`src/rtl/labbs_pkg.sv`:
```
// Shared definitions for the P-code sequencer: default sizes and FSM state encoding.
package labbs_pkg;

    localparam int unsigned PCODE_LEN_DEFAULT = 40920;  // chips per code period
    localparam int unsigned ACC_W_DEFAULT     = 32;     // code NCO accumulator width
    localparam int unsigned ADDR_W            = 16;     // ROM address / chip index width
    localparam int unsigned PRN_W             = 3;      // bit-lane select width
    localparam int unsigned ROM_W             = 8;      // ROM word width (one lane per PRN)

    typedef enum logic [1:0] {
        ST_IDLE  = 2'd0,
        ST_PRIME = 2'd1,
        ST_RUN   = 2'd2
    } state_t;

endpackage

```
`src/rtl/pcode_seq_if.sv`:
```
// Load handshake and code-ROM port of the P-code sequencer.
//   load_req / load_phase : code-phase load request (level, held until ack)
//   load_ack / load_err   : one-cycle acknowledge, error flag for out-of-range phase
//   pcode_addr            : registered ROM address
//   pcode_in              : ROM data, one cycle after pcode_addr
// master: the controller/ROM side; slave: pcode_seq.
interface pcode_seq_if;
    import labbs_pkg::*;

    logic              load_req;
    logic [ADDR_W-1:0] load_phase;
    logic              load_ack;
    logic              load_err;
    logic [ADDR_W-1:0] pcode_addr;
    logic [ROM_W-1:0]  pcode_in;

    modport master (
        output load_req, load_phase, pcode_in,
        input  load_ack, load_err, pcode_addr
    );

    modport slave (
        input  load_req, load_phase, pcode_in,
        output load_ack, load_err, pcode_addr
    );

endinterface

```
`src/rtl/code_nco.sv`:
```
// Code NCO: phase accumulator advancing by fcw each run cycle; the carry-out is the chip strobe.
//   clk, rst : clock, async active-high reset
//   clr      : zero the accumulator (wins over run, suppresses the strobe)
//   run      : advance the accumulator this cycle
//   fcw      : frequency control word (per-clock increment)
//   strobe   : carry-out of this cycle's addition
module code_nco
    import labbs_pkg::*;
#(
    parameter int unsigned ACC_W = ACC_W_DEFAULT
) (
    input  logic             clk,
    input  logic             rst,
    input  logic             clr,
    input  logic             run,
    input  logic [ACC_W-1:0] fcw,
    output logic             strobe
);

    localparam int unsigned SUM_W = ACC_W + 1;

    logic [ACC_W-1:0] acc;
    logic [SUM_W-1:0] sum;

    // One extra bit captures the modulo-2^ACC_W wrap
    assign sum    = SUM_W'(acc) + SUM_W'(fcw);
    assign strobe = run & ~clr & sum[ACC_W];

    always_ff @(posedge clk or posedge rst) begin
        if (rst) begin
            acc <= '0;
        end else if (clr) begin
            acc <= '0;
        end else if (run) begin
            acc <= sum[ACC_W-1:0];
        end
    end

endmodule

```
`src/rtl/pcode_seq.sv`:
```
// P-code chip sequencer: steps a ROM address at the code-NCO rate and qualifies the
// selected ROM bit-lane as a chip stream.
//   clk, rst   : clock, async active-high reset
//   en         : run enable (0 parks the sequencer in IDLE, holding address and NCO)
//   code_fcw   : NCO increment per clock
//   prn_sel    : ROM bit-lane select
//   bus        : load handshake + ROM address/data (pcode_seq_if.slave)
//   chip_out   : selected chip, qualified by chip_valid
//   chip_valid : one-cycle strobe, one cycle after each address presentation
//   epoch      : with chip_valid of chip 0
module pcode_seq
    import labbs_pkg::*;
#(
    parameter int unsigned PCODE_LEN = PCODE_LEN_DEFAULT,
    parameter int unsigned ACC_W     = ACC_W_DEFAULT
) (
    input  logic             clk,
    input  logic             rst,
    input  logic             en,
    input  logic [ACC_W-1:0] code_fcw,
    input  logic [PRN_W-1:0] prn_sel,
    pcode_seq_if.slave       bus,
    output logic             chip_out,
    output logic             chip_valid,
    output logic             epoch
);

    localparam logic [ADDR_W-1:0] LAST_ADDR = ADDR_W'(PCODE_LEN - 1);

    state_t           state;
    logic             req_q;       // load_req last cycle; a load needs a 0->1 transition
    logic             addr_upd_q;  // pcode_addr was written at the last edge
    logic [PRN_W-1:0] prn_sel_q;   // lane captured with the address now on the ROM
    logic [PRN_W-1:0] chip_sel_q;  // lane of the ROM word now on pcode_in
    logic             load_take;
    logic             load_bad;
    logic             load_ok;
    logic             nco_clr;
    logic             nco_run;
    logic             strobe;
    logic             present;

    assign load_take = bus.load_req & ~req_q;
    assign load_bad  = load_take & (32'(bus.load_phase) >= PCODE_LEN);
    assign load_ok   = load_take & ~load_bad;

    // A valid load outranks a coincident strobe: clr masks it inside the NCO
    assign nco_run = en & (state == ST_RUN);
    assign nco_clr = load_ok | (en & (state == ST_PRIME));

    // ROM samples pcode_addr this cycle for a fresh address or the PRIME re-read
    assign present = (state == ST_PRIME) | addr_upd_q;

    assign chip_out = chip_valid & bus.pcode_in[chip_sel_q];

    code_nco #(
        .ACC_W (ACC_W)
    ) u_nco (
        .clk    (clk),
        .rst    (rst),
        .clr    (nco_clr),
        .run    (nco_run),
        .fcw    (code_fcw),
        .strobe (strobe)
    );

    // Sequencer FSM, address register and output strobes
    always_ff @(posedge clk or posedge rst) begin
        if (rst) begin
            state          <= ST_IDLE;
            req_q          <= 1'b1;
            addr_upd_q     <= 1'b0;
            prn_sel_q      <= '0;
            chip_sel_q     <= '0;
            chip_valid     <= 1'b0;
            epoch          <= 1'b0;
            bus.load_ack   <= 1'b0;
            bus.load_err   <= 1'b0;
            bus.pcode_addr <= '0;
        end else begin
            req_q        <= bus.load_req;
            bus.load_ack <= load_take;
            bus.load_err <= load_bad;
            addr_upd_q   <= 1'b0;
            chip_sel_q   <= prn_sel_q;
            chip_valid   <= 1'b0;
            epoch        <= 1'b0;

            // en low sends the FSM to IDLE next cycle, where no chip may be flagged
            if (en && present) begin
                chip_valid <= 1'b1;
                epoch      <= (bus.pcode_addr == '0);
            end

            case (state)
                ST_IDLE: begin
                    if (en) begin
                        state     <= ST_PRIME;
                        prn_sel_q <= prn_sel;
                    end
                end
                ST_PRIME: state <= en ? ST_RUN : ST_IDLE;
                ST_RUN: begin
                    if (!en) begin
                        state <= ST_IDLE;
                    end
                end
                default: state <= ST_IDLE;
            endcase

            if (load_ok) begin
                bus.pcode_addr <= bus.load_phase;
                addr_upd_q     <= 1'b1;
                prn_sel_q      <= prn_sel;
            end else if (strobe) begin
                bus.pcode_addr <= (bus.pcode_addr == LAST_ADDR) ? '0 : bus.pcode_addr + ADDR_W'(1);
                addr_upd_q     <= 1'b1;
                prn_sel_q      <= prn_sel;
            end
        end
    end

endmodule

```
`src/flat_wrapper.sv`:
```
// flat-port wrapper written by rule: the top's interface ports become plain ports
module pcode_seq_flat import labbs_pkg::*;
#(
    parameter int unsigned PCODE_LEN = PCODE_LEN_DEFAULT,
    parameter int unsigned ACC_W     = ACC_W_DEFAULT
)
  (clk, rst, en, code_fcw, prn_sel, chip_out, chip_valid, epoch, bus_load_req, bus_load_phase, bus_pcode_in, bus_load_ack, bus_load_err, bus_pcode_addr);
  pcode_seq_if bus_i ();
  input  logic clk;
  input  logic rst;
  input  logic en;
  input  logic [ACC_W-1:0] code_fcw;
  input  logic [PRN_W-1:0] prn_sel;
  output logic chip_out;
  output logic chip_valid;
  output logic epoch;
  input wire logic [$bits(bus_i.load_req)-1:0] bus_load_req;
  input wire logic [$bits(bus_i.load_phase)-1:0] bus_load_phase;
  input wire logic [$bits(bus_i.pcode_in)-1:0] bus_pcode_in;
  output wire logic [$bits(bus_i.load_ack)-1:0] bus_load_ack;
  output wire logic [$bits(bus_i.load_err)-1:0] bus_load_err;
  output wire logic [$bits(bus_i.pcode_addr)-1:0] bus_pcode_addr;
  assign bus_i.load_req = bus_load_req;
  assign bus_i.load_phase = bus_load_phase;
  assign bus_i.pcode_in = bus_pcode_in;
  assign bus_load_ack = bus_i.load_ack;
  assign bus_load_err = bus_i.load_err;
  assign bus_pcode_addr = bus_i.pcode_addr;
  pcode_seq #(.PCODE_LEN(PCODE_LEN), .ACC_W(ACC_W)) u_core (.clk(clk), .rst(rst), .en(en), .code_fcw(code_fcw), .prn_sel(prn_sel), .bus(bus_i), .chip_out(chip_out), .chip_valid(chip_valid), .epoch(epoch));
endmodule
```
`config.mk`:
```
export PLATFORM = sky130hd
export DESIGN_NAME = pcode_seq_flat
export DESIGN_NICKNAME = d
export VERILOG_FILES = /design/src/rtl/labbs_pkg.sv /design/src/rtl/pcode_seq_if.sv /design/src/rtl/code_nco.sv /design/src/rtl/pcode_seq.sv /design/src/flat_wrapper.sv
export SDC_FILE = /design/constraint.sdc
export NUM_CORES = 1
export LEC_CHECK = 0
export CAP_MARGIN = 20
export CORE_ASPECT_RATIO = 0.9
export CORE_UTILIZATION = 55
export DETAILED_ROUTE_END_ITERATION = 6
export PLACE_DENSITY = 0.84
export SYNTH_ARGS = -nofsm -noshare
export SYNTH_HDL_FRONTEND = slang
export SYNTH_SLANG_ARGS = --single-unit
```
`constraint.sdc`:
```
create_clock -name clk -period 5.5 [get_ports clk]
set_input_delay 1.1 -clock clk [delete_from_list [all_inputs] [get_ports clk]]
set_output_delay 1.1 -clock clk [all_outputs]
set_load 0.005 [all_outputs]
```
==> results of run 1 <==
cells in the mapped netlist, types with 3 or more instances:
cell type,instances,area (um^2)
sky130_fd_sc_hd__or3b_1,3,26.28
sky130_fd_sc_hd__mux2_1,3,33.78
sky130_fd_sc_hd__and2_1,5,31.28
sky130_fd_sc_hd__nor2b_1,7,43.79
sky130_fd_sc_hd__buf_2,6,30.03
sky130_fd_sc_hd__or4_1,5,37.54
sky130_fd_sc_hd__o21a_1,7,52.55
sky130_fd_sc_hd__or3_1,7,43.79
sky130_fd_sc_hd__dfrtp_1,61,1526
sky130_fd_sc_hd__a211o_1,3,26.28
sky130_fd_sc_hd__xor2_1,12,105.1
sky130_fd_sc_hd__a21oi_1,36,180.2
sky130_fd_sc_hd__a21o_1,17,127.6
sky130_fd_sc_hd__nand2b_1,6,37.54
sky130_fd_sc_hd__o21bai_1,4,30.03
sky130_fd_sc_hd__a211oi_1,4,30.03
sky130_fd_sc_hd__ha_1,34,425.4
sky130_fd_sc_hd__nor3b_1,3,22.52
sky130_fd_sc_hd__nor2_1,45,168.9
sky130_fd_sc_hd__o21ai_1,4,20.02
sky130_fd_sc_hd__nand3_1,15,75.07
sky130_fd_sc_hd__o211ai_1,4,30.03
sky130_fd_sc_hd__nand4_1,9,56.30
sky130_fd_sc_hd__o21ai_0,50,250.2
sky130_fd_sc_hd__nand2_1,61,229.0
sky130_fd_sc_hd__a22o_1,6,52.55
sky130_fd_sc_hd__clkbuf_1,14,52.55
sky130_fd_sc_hd__and3_1,3,18.77
sky130_fd_sc_hd__nor4_1,4,25.02
sky130_fd_sc_hd__inv_1,10,37.54
sky130_fd_sc_hd__nor3_1,8,40.04
sky130_fd_sc_hd__or4b_1,3,30.03
sky130_fd_sc_hd__a31oi_1,18,112.6
sky130_fd_sc_hd__xnor2_1,13,113.9
worst reg2reg max path: cells and delay by family, from the launching register on:
family                     cells  cell delay (ns)
adders and majority gates      2             0.69
and+or+nand+nor                3             1.07
AOI/OAI and AO/OA              5             1.05
DFF                            1             0.38
per-stage QoR:
stage / hold WS [ns] / utilization, % / total power (uW)
3_5_place_dp: 0.3669 / 68.42 / 1205
6_report: 0.3820 / 71.17 / 1676
4_1_cts: 0.3868 / 71.17 / 1671
5_1_grt: 0.3925 / 71.17 / 1766
3_3_place_gp: 0.3543 / 68.42 / 1179
2_1_floorplan: 0.3471 / - / 1001
layout make-up:
| cell class | instances | area share [%] |
|---|---|---|
| clock buffers | 11 | 2.451 |
| clock inverters | 5 | 1.410 |
| inverters | 11 | 0.7157 |
| multi-input cells | 445 | 51.31 |
| flip-flops and latches | 62 | 26.91 |
| well taps | 99 | 2.147 |
| repair buffers | 88 | 15.05 |
power by group:
part / switching, uW / internal, uW / total [uW]
Combinational: 330 / 289 / 619
Clock: 195 / 269 / 464
Sequential: 66.3 / 526 / 592
Total: 592 / 1080 / 1680
placed cells by master, fill, tap and decap left out, types with 4 or more instances in the layout:
master,n
sky130_fd_sc_hd__a211oi_1,4
sky130_fd_sc_hd__a21o_1,17
sky130_fd_sc_hd__a21oi_1,36
sky130_fd_sc_hd__a22o_1,6
sky130_fd_sc_hd__a31oi_1,18
sky130_fd_sc_hd__and2_1,5
sky130_fd_sc_hd__buf_4,5
sky130_fd_sc_hd__clkbuf_8,10
sky130_fd_sc_hd__clkdlybuf4s50_1,83
sky130_fd_sc_hd__dfrtp_1,61
sky130_fd_sc_hd__ha_1,34
sky130_fd_sc_hd__inv_1,9
sky130_fd_sc_hd__nand2_1,61
sky130_fd_sc_hd__nand2b_1,6
sky130_fd_sc_hd__nand3_1,15
sky130_fd_sc_hd__nand4_1,9
sky130_fd_sc_hd__nor2_1,44
sky130_fd_sc_hd__nor2b_1,7
sky130_fd_sc_hd__nor3_1,8
sky130_fd_sc_hd__nor4_1,4
sky130_fd_sc_hd__o211ai_1,4
sky130_fd_sc_hd__o21a_1,7
sky130_fd_sc_hd__o21ai_0,50
sky130_fd_sc_hd__o21bai_1,4
sky130_fd_sc_hd__or3_1,7
sky130_fd_sc_hd__or4_1,5
sky130_fd_sc_hd__xnor2_1,13
sky130_fd_sc_hd__xor2_1,12
worst max path at each step:
stage	from	endpoint	slack (ns)	cells after the start
after CTS	code_fcw[0]	u_core.bus.pcode_addr[6]	1.48	11
final	code_fcw[0]	u_core.bus.pcode_addr[15]	1.43	11
after detailed placement	code_fcw[0]	u_core.bus.pcode_addr[6]	1.12	11
after floorplan	code_fcw[0]	u_core.prn_sel_q[0]	2.05	9
after global placement	code_fcw[0]	u_core.bus.pcode_addr[15]	1.27	11
after global routing	code_fcw[0]	u_core.bus.pcode_addr[15]	1.09	11
sequential cells by signal, summed over array words and instances (netlist names):
signal                 flops
u_core.addr_upd_q          1
u_core.bus.load_ack        1
u_core.bus.load_err        1
u_core.bus.pcode_addr     16
u_core.chip_sel_q          3
u_core.chip_valid          1
u_core.epoch               1
u_core.prn_sel_q           3
u_core.req_q               1
u_core.state               2
u_core.u_nco.acc          32
kinds of logic after synthesis:
group / after synthesis / synth area share, %
compound gates: 183 / 25.83
flops: 62 / 33.36
xor+xnor: 25 / 4.704
fa+ha+maj: 35 / 9.570
mux: 8 / 2.365
simple gates: 194 / 20.99
buf+inv: 34 / 3.172
layer usage:
layer	global-route usage, %	wire length, um
met2	50.16	5912
met1	36.12	5336
met4	8.820	236
met5	0	0
met3	5.551	798
==> results by stage, run 1 <==
Outcome:
- The run finished with clean final reports.

Clock network:
- The number of buffers created by CTS is 9.
- Buffers added to address setup during post-CTS repair amount to 0.
- The post-cts repair resize count is 0.
- The number of hold buffers added after CTS was 0.
- The number of clock sinks is 62.
- The number of buffers on the longest clock path is 2.
- Clock tree synthesis selected as its root buffer the cell sky130_fd_sc_hd__clkbuf_8.
- The maximum level of the CTS H-tree is 3.
- The clock transition time at the flip-flop clock pins of the worst setup and hold paths is 0.07 ns.
- TritonCTS built the clock tree.
- At the later pin of the worst-skew pair, clock insertion delay measures 0.35 ns.

Final layout:
- The flip-flop and latch area is 1553 um^2.
- The relative area change from synthesis to final layout is 23.95%.
- The total non-filler cell area in the finished layout is 5769 um^2.
- The number of nets in the layout is 715.
- The area of combinational cells with multiple inputs is 2960 um^2.
- The non-filler instance count after layout is 721.
- Of the cells placed in the final design, the portion with a size suffix greater than 1 is 6.913%.
- The number of antenna diodes in the final layout is 0.
- The fill cell instance count of the final layout is 612.

STA:
- Derived from the worst setup path, the maximum achievable clock frequency is 245.4 MHz.
- The worst pin sits at a relative slew slack of 32.68%.
- Setup repair after global routing left no endpoint under its margin.
- At the pin with the least slew margin, the transition time is 1.009 ns.
- Between clock sinks in the finished design, the worst skew comes to 0.008928 ns.
- The max-slew violation count came to 0.
- After layout, the worst setup slack is 1.426 ns.
- The part of the cycle the worst path needs is 74.08%.
- Setup violations remaining at the end of the flow were counted as 0.
- The worst path in the final design needs a cycle of 4.074 ns, including I/O delays and setup.
- The number of failing hold endpoints at the final stage came to 0.
- Adding up every negative setup slack in the final design gives 0 ns.

Worst hold path:
- The startpoint identified for the worst hold timing path is u_core.prn_sel_q[2].
- The worst hold path terminates at u_core.chip_sel_q[2].
- The number of instances on the worst hold path is 0.
- The class of the most critical hold timing path is register to register.

Pwr:
- The leakage dissipation is 0.002462 uW.
- VDD sags by at most 0.1643 mV.
- The power density of the placed cells is 290.4 nW/um^2.

Setup path:
- The stage delay of the slowest cell on the critical path is 0.75 ns.
- Data on the critical path arrives at its endpoint at 4.34 ns.
- In this run the critical register-to-register path is captured at u_core.bus.pcode_addr[15].
- Data on the critical path is required at its endpoint by 5.77 ns.
- The worst setup slack for register-to-register paths is 2.22 ns.
- The worst setup path is of the primary input to register kind.
- The reg-to-reg critical path startpoint is u_core.u_nco.acc[0].
- The largest fanout of any net on the critical path is 33.
- The length in cells of the worst reg-to-reg path is 10.
- Walking the worst path, the cells encountered are clkdlybuf4s50_1 > ha_1 > fa_1 > a211oi_2 > o21bai_2 > o2111ai_1 > nand4_1 > and3_4 > nor2_2 > o21ai_0 > a32oi_1.
- Broken down by cell family, the worst path's largest delay share belongs to simple AND/OR/NAND/NOR gates.
- The critical path endpoint category is a register.
- The count of buffer and inverter cells on the critical path is 1.
- The type of origin of the critical path is a primary input.
- The largest individual stage delay along the critical path comes from the cell sky130_fd_sc_hd__nor2_2.

Floorplan:
- The cell row count is 31.
- The floorplan step set the die width to 98.97 um.
- For this configuration, the core starts out at a cell density of 57.42%.
- The die covers 8835 um^2.
- The region available for standard cell placement spans 8107 um^2.
- The chip height is 89.27 um.
- The I/O pin count is 84.

Routing:
- The via density per instance is 6.305.
- The routed length per instance is 17.04 um.
- The final wirelength is 12280 um.
- The iteration count of the initial detailed-routing pass is 5.
- The number of DRC violations after detailed routing is 0.
- The count of nets left with antenna violations once routing finished came out at 0.
- The total number of vias is 4546.
- The detailed router's first-iteration violation count is 258.

Global route:
- The number of global-route vias before repair is 4306.
- The pin count of the biggest net entering global routing is 63.
- The first global-routing pass estimated 19980 um of wire.
- The initial antenna violation count is 0.
- The combined global-route utilization of all metal layers is 28.57%.
- The total overflow left after global routing is 0.

Placed design:
- The placer congestion estimate is 0.9002.
- The worst setup timing slack at the placement stage is 1.124 ns.
- The number of port buffers is 83.
- Counting tap cells, the placed design contains a total of 705 instances.
- Detailed placement ended at an HPWL of 8802 um.
- The cell area reported after detailed placement is 5547 um^2.

Synthesis:
- Synthesis instantiated 74 different standard cells from the library.
- After synthesis the netlist holds a flip-flop and latch count of 62.
- The fraction of synthesis flops using an asynchronous set or reset pin is 100.0%.
- The synthesized area per cell is 8.603 um^2.
- The leading register cell type out of synthesis is sky130_fd_sc_hd__dfrtp_1.
- Yosys printed 0 warnings.
- Counting every instance in the synthesized netlist gives 541.
- The share of the yosys chip area belonging to registers is 33.36%.
- The cell area that synthesis handed to floorplanning was 4654 um^2.
- Yosys mapped a number of flops with a built-in enable equal to 0.
- The synthesized net count is 639.

Run:
- The number of violations of the max-capacitance limit is 0.
Note: power is estimated with default switching activity, not from simulation.
==> inputs of run 2 (changes only) <==
CORE_UTILIZATION = 54   (was 55)
PLACE_DENSITY = 0.83   (was 0.84)
clock period = 4.2 ns   (was 5.5 ns; I/O delays follow)
==> run 2 against run 1 <==
- the run now ends with DRC left
- sequential power grew 31%
- total power grew 22%
- critical path type unchanged
- largest cell class unchanged
- first-iteration DRC count shrank 6.6%
- critical path depth shrank 1
- count of clock-buffer cells in the layout shrank 1
- cell count grew 2.6%
- sequential cell count is the same
- register-to-register slack lost 0.89 ns
- clock skew grew 0.0026 ns
==> results by stage, run 2 (synthesis gave the netlist of run 1 again) <==
Outcome:
- The flow ran to the end, but the final reports show violations.
- The final reports fail on DRC.

Global route:
- The busiest layer in global routing is met2.
- The global-route met2 utilization is 44.08% (-6.1 points).
- The number of global-route vias before repair is 4224 (-1.9%).
- The final global-route overflow total is 0 (unchanged).
- The combined global-route utilization of all metal layers is 28.00% (-0.57 points).
- The met1 usage in global routing is 38.58% (+2.5 points).
- The initial antenna violation count was 0 (unchanged).
- The met3 usage in global routing came to 5.910% (+0.36 points).
- The pin count of the biggest net entering global routing is 34 (-46%).
- The global-route wire length before repair came to 20190 um (+1.1%).

Clock network:
- The number of hold buffers added after cts is 0 (unchanged).
- The number of buffers created by CTS was 9 (unchanged).
- The number of clock sinks is 62 (unchanged).
- The maximum level of the CTS H-tree is 3 (unchanged).
- The clock latency at the later pin of the worst-skew pair is 0.36 ns (about the same).
- The post-cts repair resize count came to 0 (unchanged).
- TritonCTS built the clock tree.
- The number of buffers inserted to repair setup after CTS was 0 (unchanged).
- The number of buffers on the longest clock path is 2 (unchanged).
- The clock transition time at the flip-flop clock pins of the worst setup and hold paths is 0.08 ns (about the same).
- The master cell of the clock root buffer is sky130_fd_sc_hd__clkbuf_8.

Setup path:
- The family with the most delay on the worst path is simple AND/OR/NAND/NOR gates.
- The count of buffer and inverter cells on the critical path was 1 (unchanged).
- The slowest library cell on the worst path is sky130_fd_sc_hd__or4_4.
- The required time at the worst-slack endpoint is 4.45 ns (-1.32 ns).
- The category of the critical setup timing path is primary input to register.
- The stage delay of the slowest cell on the critical path is 0.50 ns (-0.25 ns).
- The largest fanout of any net on the critical path is 4 (-88%).
- The data arrival time of the critical path is 3.62 ns (-0.72 ns).
- STA classifies the critical path endpoint as a register.
- The type of origin of the critical path is a primary input.
- The signal on the critical path passes through clkdlybuf4s50_1 > ha_1 > fa_1 > a211oi_2 > o21bai_2 > o2111ai_1 > nand4_1 > and3_4 > or4_4 > mux2_1.
- The worst setup slack for register-to-register paths is 1.33 ns (-0.89 ns).

STA:
- The max-slew violation count was 0 (unchanged).
- The final period demand of the worst path is 3.374 ns.
- The setup-violating endpoint count in the final report is 0 (unchanged).
- Dividing the final minimum period by the clock period gives 80.32%.
- The number of failing hold endpoints at the final stage is 0 (unchanged).
- The final total negative setup slack came to 0 ns (unchanged).
- Derived from the worst setup path, the maximum achievable clock frequency is 296.4 MHz.
- The clock skew after layout is 0.01157 ns (+0.002640 ns).
- Setup repair after global routing left no endpoint under its margin.
- The worst slew margin relative to its limit is 53.28% (+21 points).
- The transition at the pin with the smallest max-transition slack is 0.6998 ns (-0.3089 ns).

Floorplan:
- The I/O pin count was 84 (unchanged).
- The die area is 8995 um^2 (+1.8%).
- The starting utilization of the core area is 56.87% (-0.54 points).
- The core area came to 8184 um^2 (+0.96%).
- The cell row count is 31 (unchanged).
- The width of the die is 99.86 um (+0.90%).
- The chip height came to 90.08 um (+0.90%).

Pwr:
- The internal power came to 1281 uW (+18%).
- The combinational cell fraction of total power came to 39.3% (+2.3 points).
- The leakage dissipation came to 0.002447 uW (-0.60%).
- The power density of the placed cells is 356.2 nW/um^2 (+23%).
- The worst vdd rail ir drop is 0.2249 mV (+37%).
- The switching component of the power is 768.8 uW (+30%).
- The proportion of power drawn by flip-flops and latches came to 37.9% (+2.5 points).
- The fraction of power spent switching nets is 37.50% (+2.2 points).
- The clock network fraction of design power is 22.8% (-4.9 points).

Placed design:
- The HPWL after detailed placement is 8959 um (+1.8%).
- The number of port buffers came to 83 (unchanged).
- The placer congestion estimate is 0.9101 (+1.1%).

Routing:
- The number of DRC violations after detailed routing was 3 (+3).
- The total number of vias is 4492 (-1.2%).
- The iteration count of the initial detailed-routing pass is 7 (+2).
- The number of antenna-violating nets in the routed design came to 0 (unchanged).
- The routed length per instance is 16.11 um (-5.4%).
- The detailed router's first-iteration violation count is 241 (-6.6%).
- The via density per instance was 6.070 (-3.7%).
- The final wirelength was 11930 um (-2.9%).

Final layout:
- The flip-flop count of the largest register after layout was 32 (unchanged).
- The area growth from synthesis to layout is 23.66%.
- The share of cells above drive strength 1 is 7.360% (+0.45 points).
- The top cell types in the final layout, fill and taps aside, are 83 x sky130_fd_sc_hd__clkdlybuf4s50_1, 61 x sky130_fd_sc_hd__nand2_1, 61 x sky130_fd_sc_hd__dfrtp_1.
- The number of antenna repair diodes came to 0 (unchanged).
- The fill cell instance count of the final layout is 659 (+7.7%).
- The final core area utilization was 70.33% (-0.84 points).
- The number of nets in the layout came to 718 (+0.42%).
- In the final layout, the registers with the most flip-flops are u_core.u_nco.acc (32), u_core.bus.pcode_addr (16).
- The register name with the most flops is u_core.u_nco.acc.
- The library cell used most frequently in the layout, excluding fill and tap cells, is sky130_fd_sc_hd__clkdlybuf4s50_1.

Worst hold path:
- In this run the worst hold path is classified as register to register.

Run:
- The number of violations of the max-capacitance limit came to 0 (unchanged).
-- run 2: cell types whose count changed in the layout (fill, tap and decap cells not counted), sizes merged --
| cell | previous run | this run |
|---|---|---|
| buf | 5 | 8 |
| clkinv | 1 | 4 |
| bufinv | 2 | 0 |
| clkbuf | 11 | 10 |
| clkinvlp | 1 | 2 |
| inv | 12 | 11 |
-- run 2: routing by layer --
| metal | wire [um] | share of wire [%] | vias to the layer above |
|---|---|---|---|
| met5 | 0 | 0 | - |
| met4 | 200 | 1.7 | 0 |
| met2 | 5509 | 46 | 188 |
| met1 | 5369 | 45 | 2117 |
| li1 | - | - | 2166 |
| met3 | 846 | 7.1 | 21 |
-- run 2: path summary, 6_finish.rpt --
path                                          start                   end  cells past startpoint
worst max-delay path                    code_fcw[0]   u_core.prn_sel_q[2]                     10
worst min-delay path            u_core.prn_sel_q[0]  u_core.chip_sel_q[0]                      0
worst max register to register  u_core.u_nco.acc[0]   u_core.prn_sel_q[2]                      9
worst min register to register  u_core.prn_sel_q[0]  u_core.chip_sel_q[0]                      0
max in group asynchronous                       rst          u_core.req_q                      3
min in group asynchronous                       rst   u_core.u_nco.acc[1]                      2
-- run 2: final cells by class --
cell class	count	area (um^2)	area share [%]
multi-input combinational	445	2960	51.43
sequential	62	1553	26.98
timing repair buffer	91	890.9	15.48
tap	115	143.9	2.500
clock buffer	10	127.6	2.217
inverter	11	41.29	0.7174
clock inverter	6	38.79	0.6739
-- run 2: stage by stage --
stage          power, uW  cell area (um^2)  hold slack [ns]  worst slack (ns)  instances
6_report            2050              5756           0.3751            0.8264        740
5_1_grt             2186              5756           0.3892            0.6723        740
4_1_cts             2050              5756           0.3729            0.8190        740
3_5_place_dp        1580              5589           0.3564            0.4373        724
3_3_place_gp        1548              5589           0.3676            0.4924        724
2_1_floorplan       1311              4654           0.3471             1.014        541
-- run 2: power by group through the flow --
stage | Combinational, uW | Clock (uW) | Sequential [uW]
after detailed placement | 793 | 0 | 786
final | 805 | 467 | 778
after global routing | 896 | 501 | 790
after CTS | 799 | 476 | 776
after global placement | 769 | 0 | 780
after floorplan | 548 | 0 | 763
==> inputs of run 3 (changes only) <==
clock period = 3.17 ns   (was 4.2 ns; I/O delays follow)
==> run 3 against run 2 <==
- utilization grew 5.9 points
- global-route usage grew 3.4 points
- sequential power grew 32%
- clock power grew 32%
- clock skew is essentially flat
- largest power group unchanged
- critical path depth is the same
- cell count grew 8.1%
- the run now ends clean
- first-iteration DRC count shrank 14%
- via count grew 7.1%
- highest routed layer unchanged
- worst setup slack lost 0.76 ns
- count of clock-buffer cells in the layout is the same
- final area grew 8.3%
==> results by stage, run 3 (synthesis gave the netlist of run 1 again) <==
Final layout:
- The total non-filler cell area in the finished layout is 6236 um^2 (+8.3%).
- From synthesis to final layout, the design area changed by 33.98%.
- The area of combinational cells with multiple inputs is 2965 um^2 (+0.17%).
- The library cell used most frequently in the layout, excluding fill and tap cells, is sky130_fd_sc_hd__clkdlybuf4s50_1.
- The flip-flop count of the largest register after layout is 32 (unchanged).
- The number of antenna repair diodes is 0 (unchanged).
- The library cells used most frequently in the layout, excluding fill and tap cells, are 83 x sky130_fd_sc_hd__clkdlybuf4s50_1, 66 x sky130_fd_sc_hd__buf_4, 61 x sky130_fd_sc_hd__nand2_1, 61 x sky130_fd_sc_hd__dfrtp_1, 50 x sky130_fd_sc_hd__o21ai_0.
- The fill cell instance count of the final layout is 598 (-9.3%).
- The flip-flop and latch area was 1553 um^2 (unchanged).
- The share of cells above drive strength 1 is 15.62% (+8.3 points).
- In the final layout, the registers with the most flip-flops are u_core.u_nco.acc (32), u_core.bus.pcode_addr (16).
- The register with the most flip-flops in the final layout is u_core.u_nco.acc.
- The number of nets in the layout is 778 (+8.4%).

Placed design:
- The cell area reported after detailed placement came to 6065 um^2 (+8.5%).
- The number of port buffers is 83 (unchanged).
- The HPWL after detailed placement was 9973 um (+11%).
- The placer congestion estimate is 0.9036 (-0.71%).

Pwr:
- The worst vdd rail ir drop is 0.3735 mV (+66%).
- The power density of the placed cells came to 465.5 nW/um^2 (+31%).
- The leakage dissipation is 0.002757 uW (+13%).

Clock network:
- The maximum level of the CTS H-tree is 3 (unchanged).
- The number of hold buffers added after cts is 0 (unchanged).
- The number of clock sinks is 62 (unchanged).
- The clock transition time at the flip-flop clock pins of the worst setup and hold paths is 0.08 ns (about the same).
- In this run the clock root is driven by a sky130_fd_sc_hd__clkbuf_8.
- The number of buffers created by CTS is 9 (unchanged).
- The clock latency at the later pin of the worst-skew pair is 0.35 ns (about the same).
- The clock tree from TritonCTS is built.
- The number of buffers on the longest clock path came to 2 (unchanged).

Setup path:
- The data arrival time of the critical path is 3.35 ns (-0.27 ns).
- The worst setup slack for register-to-register paths came to 0.36 ns (-0.97 ns).
- In this run the worst setup path begins at code_fcw[0].
- The category of the critical setup timing path is primary input to register.
- The largest fanout of any net on the critical path is 3 (-1).
- The required time at the worst-slack endpoint is 3.41 ns (-1.04 ns).
- The length in cells of the worst reg-to-reg path came to 9 (unchanged).
- The reg-to-reg critical path startpoint is u_core.u_nco.acc[0].
- The endpoint identified for the worst register-to-register timing path is u_core.prn_sel_q[2].
- The critical path endpoint category is a register.
- The endpoint of the most critical setup path is u_core.prn_sel_q[2].
- STA classifies the critical path startpoint as a primary input.

Routing:
- The detailed router's first-iteration violation count is 207 (-14%).
- The routed length per instance came to 16.59 um (+3.0%).
- The total number of vias is 4811 (+7.1%).
- The iteration count of the initial detailed-routing pass is 5 (-2).
- The final wirelength was 13280 um (+11%).
- The number of antenna-violating nets in the routed design is 0 (unchanged).
- The number of DRC violations after detailed routing is 0 (-3).
- The via density per instance is 6.014 (-0.93%).

Global route:
- The pin count of the biggest net entering global routing was 38 (+12%).
- The global-route wire length before repair is 22750 um (+13%).
- The number of global-route vias before repair was 4874 (+15%).
- The final global-route overflow total came to 0 (unchanged).
- The combined global-route utilization of all metal layers was 31.42% (+3.4 points).
- The initial antenna violation count was 0 (unchanged).

STA:
- The number of failing hold endpoints at the final stage is 0 (unchanged).
- The worst hold-check slack is 0.3808 ns (+0.005697 ns).
- The setup-violating endpoint count in the final report is 0 (unchanged).
- The transition at the pin with the smallest max-transition slack is 0.6545 ns (-0.04532 ns).
- The part of the cycle the worst path needs is 98.02%.
- The clock skew after layout was 0.01161 ns (+0.00003920 ns).
- Setup repair after global routing left no endpoint under its margin.
- Static timing analysis puts the maximum clock frequency at 321.8 MHz.
- The worst slew margin relative to its limit was 56.00% (+2.7 points).
- The routed design could run at a clock period as short as 3.107 ns.
- The max-slew violation count came to 0 (unchanged).
- The final total negative setup slack is 0 ns (unchanged).

Floorplan:
- The I/O pin count is 84 (unchanged).
- The core area is 8184 um^2 (unchanged).
- The cell row count is 31 (unchanged).
- The width of the die is 99.86 um (unchanged).
- The starting utilization of the core area is 56.87% (unchanged).
- The chip height is 90.08 um (unchanged).
- The die area was 8995 um^2 (unchanged).

Run:
- The number of violations of the max-capacitance limit is 0 (unchanged).

Worst hold path:
- The class of the most critical hold timing path is register to register.

Outcome:
- The flow ran to the end, and the final reports show no timing, DRC or antenna violations.
-- run 3: changes by cell type in the layout (fill, tap and decap cells not counted) --
cell,before,now
sky130_fd_sc_hd__a211oi_1,4,3
sky130_fd_sc_hd__a211oi_2,1,2
sky130_fd_sc_hd__buf_12,0,2
sky130_fd_sc_hd__buf_4,8,66
-- run 3: how the worst min path moves through the flow --
stage,startpoint,end,slack (ns),cells past startpoint
after CTS,u_core.prn_sel_q[0],u_core.chip_sel_q[0],0.38,0
final,u_core.prn_sel_q[0],u_core.chip_sel_q[0],0.38,0
after global placement,u_core.prn_sel_q[0],u_core.chip_sel_q[0],0.37,0
after detailed placement,u_core.prn_sel_q[2],u_core.chip_sel_q[2],0.36,0
after global routing,u_core.prn_sel_q[0],u_core.chip_sel_q[0],0.39,0
after floorplan,u_core.prn_sel_q[0],u_core.chip_sel_q[0],0.35,0
-- run 3: metrics by stage --
stage | power, uW | setup WS [ns] | util (%) | std cells
finish | 2903 | 0.06267 | 76.20 | 800
detailed placement | 2269 | -0.3123 | 74.10 | 784
floorplan | 1737 | 0.1897 | - | 541
global placement | 2213 | -0.2513 | 74.10 | 784
CTS | 2893 | 0.05911 | 76.14 | 800
global route | 3096 | 0.002568 | 76.20 | 800
-- run 3: critical path, stage by stage --
cell and delay (ns):
sky130_fd_sc_hd__clkdlybuf4s50_1 0.40, sky130_fd_sc_hd__ha_1 0.23, sky130_fd_sc_hd__fa_1 0.41, sky130_fd_sc_hd__a211oi_2 0.21, sky130_fd_sc_hd__o21bai_2 0.12, sky130_fd_sc_hd__o2111ai_1 0.19, sky130_fd_sc_hd__nand4_1 0.14, sky130_fd_sc_hd__and3_4 0.18
sky130_fd_sc_hd__or4_4 0.51, sky130_fd_sc_hd__mux2_1 0.33
-- run 3: where the power goes --
| part | internal [uW] | total [uW] | switching (uW) |
|---|---|---|---|
| Combinational | 635 | 1250 | 619 |
| Clock | 281 | 616 | 335 |
| Sequential | 913 | 1030 | 120 |
| Total | 1830 | 2900 | 1070 |
-- run 3: cell type report --
class,count,share of cell area [%]
Clock buffer,10,2.047
Clock inverter,6,0.6220
Inverter,11,0.6621
Multi-Input combinational cell,445,47.55
Sequential cell,62,24.90
Tap cell,115,2.307
Timing Repair Buffer,151,21.91
-- run 3: what timing repair did --
action	CTS	global route
setup buffers	0	0
setup endpoints to repair	0	1
gates resized for setup	0	1
-- run 3: metal layers --
metal | track usage [%] | part of all wire (%) | vias to the layer above
li1 | - | - | 2306
met1 | 40.83 | 43 | 2281
met2 | 52.41 | 48 | 199
met3 | 6.376 | 6.6 | 25
met4 | 9.436 | 1.6 | 0
met5 | 0 | 0 | -
